===== src/rtl/seq_divider.sv =====
// seq_divider: multi-cycle unsigned restoring divider for the 16-bit datapath.
// One quotient bit is resolved per clock. A start pulse accepted in IDLE
// launches a division; busy stays high until the single-cycle done pulse.
`timescale 1ns/1ps

module seq_divider #(
  parameter int WIDTH = 16
) (
  input  logic             clk,
  input  logic             rst_n,
  input  logic             start,
  input  logic [WIDTH-1:0] dividend,
  input  logic [WIDTH-1:0] divisor,
  output logic             busy,
  output logic             done,
  output logic [WIDTH-1:0] quotient,
  output logic [WIDTH-1:0] remainder,
  output logic             div_zero
);

  localparam int CW = (WIDTH > 2) ? $clog2(WIDTH) : 1;

  typedef enum logic [1:0] {
    IDLE,
    RUN,
    DONE
  } state_t;

  state_t           state;
  state_t           state_next;
  logic             accept;
  logic [CW-1:0]    count;
  logic [WIDTH-1:0] part;
  logic [WIDTH-1:0] shreg;
  logic [WIDTH-1:0] dvsr;
  logic             zero_pend;
  logic [WIDTH:0]   trial;
  logic             fits;
  logic [WIDTH-1:0] part_next;

  // One restoring step: shift the next dividend bit into the partial
  // remainder and subtract the divisor when it fits. The subtraction only
  // needs WIDTH bits because a fitting trial always leaves a result below
  // the divisor.
  always_comb begin
    trial     = {part, shreg[WIDTH-1]};
    fits      = (trial >= {1'b0, dvsr});
    part_next = fits ? (trial[WIDTH-1:0] - dvsr) : trial[WIDTH-1:0];
  end

  // State register.
  always_ff @(posedge clk or negedge rst_n) begin
    if (!rst_n) begin
      state <= IDLE;
    end else begin
      state <= state_next;
    end
  end

  // Next-state decode plus the handshake outputs derived from the state.
  always_comb begin
    state_next = state;
    accept     = 1'b0;
    busy       = 1'b0;
    done       = 1'b0;
    case (state)
      IDLE: begin
        if (start) begin
          accept     = 1'b1;
          state_next = RUN;
        end
      end
      RUN: begin
        busy = 1'b1;
        if (count == '0) begin
          state_next = DONE;
        end
      end
      DONE: begin
        busy       = 1'b1;
        done       = 1'b1;
        state_next = IDLE;
      end
      default: begin
        state_next = IDLE;
      end
    endcase
  end

  // Datapath: capture operands on acceptance, then iterate once per RUN
  // cycle. A zero divisor spends a single RUN cycle loading the fixed
  // all-ones quotient and the dividend as remainder, so its done pulse comes
  // one cycle after acceptance instead of after WIDTH iterations.
  always_ff @(posedge clk or negedge rst_n) begin
    if (!rst_n) begin
      count     <= '0;
      part      <= '0;
      shreg     <= '0;
      dvsr      <= '0;
      zero_pend <= 1'b0;
      quotient  <= '0;
      remainder <= '0;
      div_zero  <= 1'b0;
    end else if (accept) begin
      dvsr      <= divisor;
      shreg     <= dividend;
      part      <= '0;
      quotient  <= '0;
      remainder <= '0;
      div_zero  <= 1'b0;
      zero_pend <= (divisor == '0);
      count     <= (divisor == '0) ? '0 : CW'(WIDTH - 1);
    end else if (state == RUN) begin
      if (zero_pend) begin
        quotient  <= '1;
        remainder <= shreg;
        div_zero  <= 1'b1;
      end else begin
        part     <= part_next;
        shreg    <= {shreg[WIDTH-2:0], 1'b0};
        quotient <= {quotient[WIDTH-2:0], fits};
        if (count == '0) begin
          remainder <= part_next;
        end
      end
      if (count != '0) begin
        count <= count - 1'b1;
      end
    end
  end

endmodule


===== config.mk =====
export PLATFORM = sky130hd
export DESIGN_NAME = seq_divider
export DESIGN_NICKNAME = d
export VERILOG_FILES = /design/src/rtl/seq_divider.sv
export SDC_FILE = /design/constraint.sdc
export NUM_CORES = 1
export LEC_CHECK = 0
export CORE_MARGIN = 3
export CORE_UTILIZATION = 35
export DETAILED_ROUTE_END_ITERATION = 12
export GPL_ROUTABILITY_DRIVEN = 0
export PLACE_DENSITY_LB_ADDON = 0.08
export SKIP_CTS_REPAIR_TIMING = 1
export SLEW_MARGIN = 20
export SYNTH_ARGS = -nofsm -noshare
export SYNTH_HDL_FRONTEND = slang
export SYNTH_SLANG_ARGS = --single-unit

===== constraint.sdc =====
create_clock -name clk -period 7.5 [get_ports clk]
set_input_delay 1.125 -clock clk [delete_from_list [all_inputs] [get_ports clk]]
set_output_delay 1.125 -clock clk [all_outputs]
set_load 0.005 [all_outputs]

==> metrics.txt, run 1 <==
Ys Warns 0; Async SR Flop Fraction 100%; Antenna Cells 0; Worst Path Class, Setup register to register; Post-synth EDFFs 0; Remaining Overflow, GRT 0; Root Driver clkbuf_16; CTS tree built; post-route ant nets 0; Synth Instances ~490; die area 14,900 um^2; via count approximately 3.8k; share of cells above drive strength 1 8.17%; Rel. slew slack a little over a quarter; Floorplan Core Area 12,900 um^2; CP max FO 24; Clock Sinks between 80 and 90; H-tree levels 3; Synthesized Nets 544; Hold Crit Depth 2; Achievable Freq 284 MHz; Die Wd 122 um; Initial DRC Count 158; Worst-Margin Slew around 1.1 ns; hpwl dp 8740 um; drt first pass iters 4; Clock transition at path regs ~0.06 ns; Max VDD drop ~0.15 mV; number of global-route vias before repair 3,728; row cnt 41; # DRC 0; first-pass GRT wire length 19,900 um; most common cell in the netlist dfrtp_1; Post-synth top flop dfrtp_1; setup violation total in the final timing report 0; Hold Path Class register to register; fin. max-slew vios 0; Period minus WS final 3.52 ns; Critical-path top delay cell or2_1; Via density 5.21; Req. time, crit path 7.73 ns; IO buf count 69; global-route total usage across every layer 17.1%; nets@finish 603; largest net degree at the start of global routing 83; Area Overhead vs Synth 23.7%; CP Cell Sequence ha_1 -> a21o_1 -> a21oi_1 -> nand3_1 -> a311oi_4 -> or2_1 -> mux2_4 -> o311a_1; area leader, netlist dfrtp_1; Final Cycle Share between 40% and 50%; Setup crit end kind register; startpoint types register; Crit path largest cell delay 0.90 ns; Critical Path AT 3.75 ns; Commonest cells post-synth dfrtp_1 (88), nand2_1 (59), o21ai_0 (53); Worst Path Buf+Inv 0; Synth Register Bits 88; CTS max path bufs 2; Pwr Density 404 nW/um^2; RSZ-0062 raised after global routing false; sequential-to-total area share from yosys stat 46.5%; Hold WS 0.491 ns; final wirelength around 12,000 um; Largest delay share family, worst path simple AND/OR/NAND/NOR gates; setup TNS 0 ns; status finished, final reports clean; Clock Latency Late Sink approximately 0.34 ns; Die Span Y 122 um; leakage power 2.61 nW; CTS buffer count 9; WL per Instance 17.1 um; CP Depth 8; max_cap viols 0; Initial Util about 37%; R2R cell count 8; Hold Violations, Final 0; Post-Syn Area per Cell approximately 9.7 um^2; Synth Cell Area 4730 um^2; number of antenna violations at the first check in global routing 0; Ports 70; post-synth top area share approximately 47%; count of cell types in the netlist 56; largest cells by area after synthesis dfrtp_1 (47%), o21ai_0 (5.6%), ha_1 (5.6%), mux2i_1 (5.1%), nand2_1 (4.7%); clk_skew 0.00403 ns
final timing paths:
| kind | startpoint | to | slack (ns) |
|---|---|---|---|
| worst min register to register | div_zero | div_zero | 0.49 |
| worst min-delay path | div_zero | div_zero | 0.49 |
| worst max register to register | part[2] | remainder[14] | 3.98 |
| max in group asynchronous | rst_n | shreg[3] | 5.66 |
| min in group asynchronous | rst_n | dvsr[14] | 0.66 |
| worst max-delay path | part[2] | remainder[14] | 3.98 |
stage by stage:
step / cells / cell area [um^2] / utilization [%] / power (mW) / worst slack [ns]
CTS: 723 / 5850 / 45.3 / 2.40 / 3.99
finish: 723 / 5850 / 45.3 / 2.37 / 3.98
global route: 723 / 5850 / 45.3 / 2.56 / 3.71
global placement: 707 / 5550 / 42.9 / 1.92 / 4.02
floorplan: 487 / 4730 / - / 1.52 / 4.86
detailed placement: 707 / 5550 / 42.9 / 1.93 / 4.01
worst reg2reg max path, stage by stage (launching register included):
cell	delay, ns
dfrtp_1	0.40
ha_1	0.37
a21o_1	0.20
a21oi_1	0.19
nand3_1	0.25
a311oi_4	0.46
or2_1	0.90
mux2_4	0.37
o311a_1	0.28
area by class of cell:
| class | instances | area (um^2) |
|---|---|---|
| Fill cell | 1306 | 7070 |
| Multi-Input combinational cell | 348 | 2310 |
| Sequential cell | 88 | 2200 |
| Timing Repair Buffer | 74 | 726 |
| Clock buffer | 15 | 298 |
| Tap cell | 172 | 215 |
| Inverter | 25 | 93.8 |
| Clock inverter | 1 | 7.51 |
power by group:
| group | total (mW) | leakage [nW] | switching (mW) | internal, mW |
|---|---|---|---|---|
| combinational | 1.11 | 1.33 | 0.576 | 0.530 |
| clock | 0.453 | 0.148 | 0.183 | 0.270 |
| sequential | 0.808 | 1.13 | 0.143 | 0.665 |
| total | 2.37 | 2.61 | 0.901 | 1.47 |
sequential cells by signal, indices dropped and copies added, names as in the netlist:
| signal | flops |
|---|---|
| count | 4 |
| div_zero | 1 |
| dvsr | 16 |
| part | 16 |
| quotient | 16 |
| remainder | 16 |
| shreg | 16 |
| state | 2 |
| zero_pend | 1 |
cell families after synthesis:
family | after synthesis | share of synthesized area [%]
simple gates | 122 | 11.9
fa+ha+maj | 22 | 5.98
xor+xnor | 13 | 2.41
flops | 88 | 46.5
buf+inv | 51 | 4.73
mux | 25 | 5.40
compound gates | 166 | 23.1
layout by cell type (no fill, tap or decap), drive strengths merged, types with 4 or more instances in the layout:
cell and count:
clkbuf 15, nor3 8, nor2b 5, o22ai 10
dfrtp 88, a31oi 6, inv 24, ha 21
o221a 15, o21ai 65, mux2i 24, a21o 8
clkdlybuf4s50 68, buf 6, nor4 5, nand2 59
and3 12, nand3 7, o31ai 4, nor2 18
a21oi 31, xnor2 11
layer usage:
layer | routed length [um] | part of all wire (%) | vias to the layer above | GRT usage [%]
met5 | 0 | 0 | - | 0
met4 | 138 | 1.1 | 0 | 3.99
met3 | 526 | 4.3 | 11 | 4.61
met2 | 5660 | 46 | 74 | 26.6
met1 | 6010 | 49 | 1805 | 23.9
li1 | - | - | 1877 | -
(Power assumes the default switching activity.)
==> run 2: changes to the inputs <==
Clock period 7.5 ns to 3.7 ns, I/O delays scaled along.
==> metrics.txt, run 2 (synthesized netlist as in run 1, its figures left out) <==
Worst Path Class, Setup register to register; Die Wd 122 um (unchanged); Pwr Density 826 nW/um^2 (+100%); drt first pass iters 4 (unchanged); clk_skew 0.00791 ns (+0.00389 ns); setup violation total in the final timing report 0 (unchanged); H-tree levels 3 (unchanged); most common cell after layout, fill and taps aside dfrtp_1; share of cells above drive strength 1 9.48% (+1.3 points); Crit path largest cell delay 0.44 ns (-0.46 ns); PnR Total Power 4.89 mW (+110%); hpwl dp 9180 um (+5.0%); Clock Latency Late Sink 0.35 ns (about the same); Initial Util 36.6% (unchanged); Root Driver clkbuf_16; number of global-route vias before repair 3,864 (+3.6%); Int Pwr 3.03 mW (+110%); nets@finish 611 (+1.3%); global-route total usage across every layer 17.6% (+0.44 points); sequential share of power 33.5% (-0.6 points); Hold Path Class primary input to asynchronous set/reset pin; clock group share of total power 19.7% (+0.6 points); Rel. slew slack 36.2% (+9.6 points); Max VDD drop 0.331 mV (+120%); Hold Violations, Final 0 (unchanged); die area 14,900 um^2 (unchanged); Remaining Overflow, GRT 0 (unchanged); max_cap viols 0 (unchanged); Req. time, crit path 3.91 ns (-3.82 ns); Combinational Power Share 46.8% (about the same); row cnt 41 (unchanged); switching share of power 38.1% (about the same); CTS max path bufs 2 (unchanged); IO buf count 69 (unchanged); Clock Sinks 88 (unchanged); RSZ-0062 raised after global routing false; placed cell areas 5610 um^2 (+1.0%); Setup crit end kind register; Final Cycle Share 80.6% (+34 points); Clock transition at path regs 0.07 ns (about the same); final wirelength 12,500 um (+0.94%); Die Span Y 122 um (unchanged); Via density 5.24 (+0.59%); final non-filler cell area 5920 um^2 (+1.2%); CTS tree built; Achievable Freq 335 MHz (+18%); post-route ant nets 0 (unchanged); Psw 1.86 mW (+110%); CTS buffer count 9 (unchanged); Worst Path Buf+Inv 1 (+1); first-pass GRT wire length 20,400 um (+2.5%); leakage power 2.65 nW (+1.6%); # DRC 0 (unchanged); status finished, final reports clean; fin. max-slew vios 0 (unchanged); Antenna Cells 0 (unchanged); setup TNS 0 ns (unchanged); most frequent cells in the layout dfrtp_1 (88), clkdlybuf4s50_1 (68), nand2_1 (59); Largest delay share family, worst path compound AO/OA/AOI/OAI gates; Worst-Margin Slew 0.957 ns (-0.145 ns); number of antenna violations at the first check in global routing 0 (unchanged); Area Overhead vs Synth 25.2%; startpoint types register; WL per Instance 17.0 um (-0.16%); Floorplan Core Area 12,900 um^2 (unchanged); Period minus WS final 2.98 ns (-0.542 ns); CP Cell Sequence ha_1 -> a21o_1 -> a21oi_1 -> nand3_1 -> a311oi_4 -> or2_1 -> buf_4 -> mux2i_1 -> o21ai_0; via count 3,831 (+1.7%); Critical-path top delay cell a311oi_4; largest net degree at the start of global routing 76 (-8.4%); Ports 70 (unchanged); Critical Path AT 3.19 ns (-0.56 ns); Initial DRC Count 203 (+28%); CP max FO 7 (-71%)
-- run 2: changes by cell type in the layout (fill, tap and decap cells not counted), sizes merged --
cell    delta
buf        +8
bufinv     +1
clkbuf     -3
clkinv     +2
-- run 2: path summary, 6_finish.rpt --
kind                             to  slack (ns)     start  cells past startpoint
setup / recovery            part[1]        0.72   part[2]                      9
hold / removal             dvsr[14]        0.35     rst_n                      1
setup reg to reg            part[1]        0.72   part[2]                      9
hold reg to reg            part[15]        0.52  part[15]                      2
max in group asynchronous   part[1]        2.64     rst_n                      2
min in group clk           part[15]        0.52  part[15]                      2
-- run 2: routing by layer --
metal  GRT usage, %  vias to the layer above  part of all wire [%]
met4           5.25                        0                   1.1
li1               -                     1898                     -
met1           24.7                     1853                    49
met5              0                        -                     0
met2           27.3                       70                    46
met3           3.59                       10                   3.6
-- run 2: power groups by stage --
stage | Clock [mW] | Sequential [mW] | Combinational (mW)
after floorplan | 0 | 1.56 | 1.52
after global placement | 0 | 1.66 | 2.28
after detailed placement | 0 | 1.66 | 2.31
after CTS | 0.992 | 1.64 | 2.32
after global routing | 1.02 | 1.70 | 2.58
final | 0.961 | 1.64 | 2.29
-- run 2: per-stage QoR --
step | hold slack, ns | util, % | cells | setup WS, ns
4_1_cts | 0.406 | 45.8 | 731 | 0.695
6_report | 0.349 | 45.8 | 731 | 0.719
5_1_grt | 0.444 | 45.8 | 731 | 0.486
3_5_place_dp | 0.503 | 43.4 | 715 | 0.691
3_3_place_gp | 0.495 | 43.4 | 715 | 0.783
2_1_floorplan | 0.259 | - | 487 | 1.06
-- run 2: worst reg2reg max path, stage by stage, from the launching register on --
cell and delay (ns):
dfrtp_1 0.40, ha_1 0.37, a21o_1 0.20, a21oi_1 0.18, nand3_1 0.25, a311oi_4 0.44
or2_1 0.37, buf_4 0.25, mux2i_1 0.27, o21ai_0 0.12
-- run 2: layout make-up --
class                           count  area [um^2]
Clock buffer                       12          267
Clock inverter                      4         51.3
Fill cell                        1263         7000
Inverter                           25         93.8
Multi-Input combinational cell    348         2310
Sequential cell                    88         2200
Tap cell                          172          215
Timing Repair Buffer               82          786
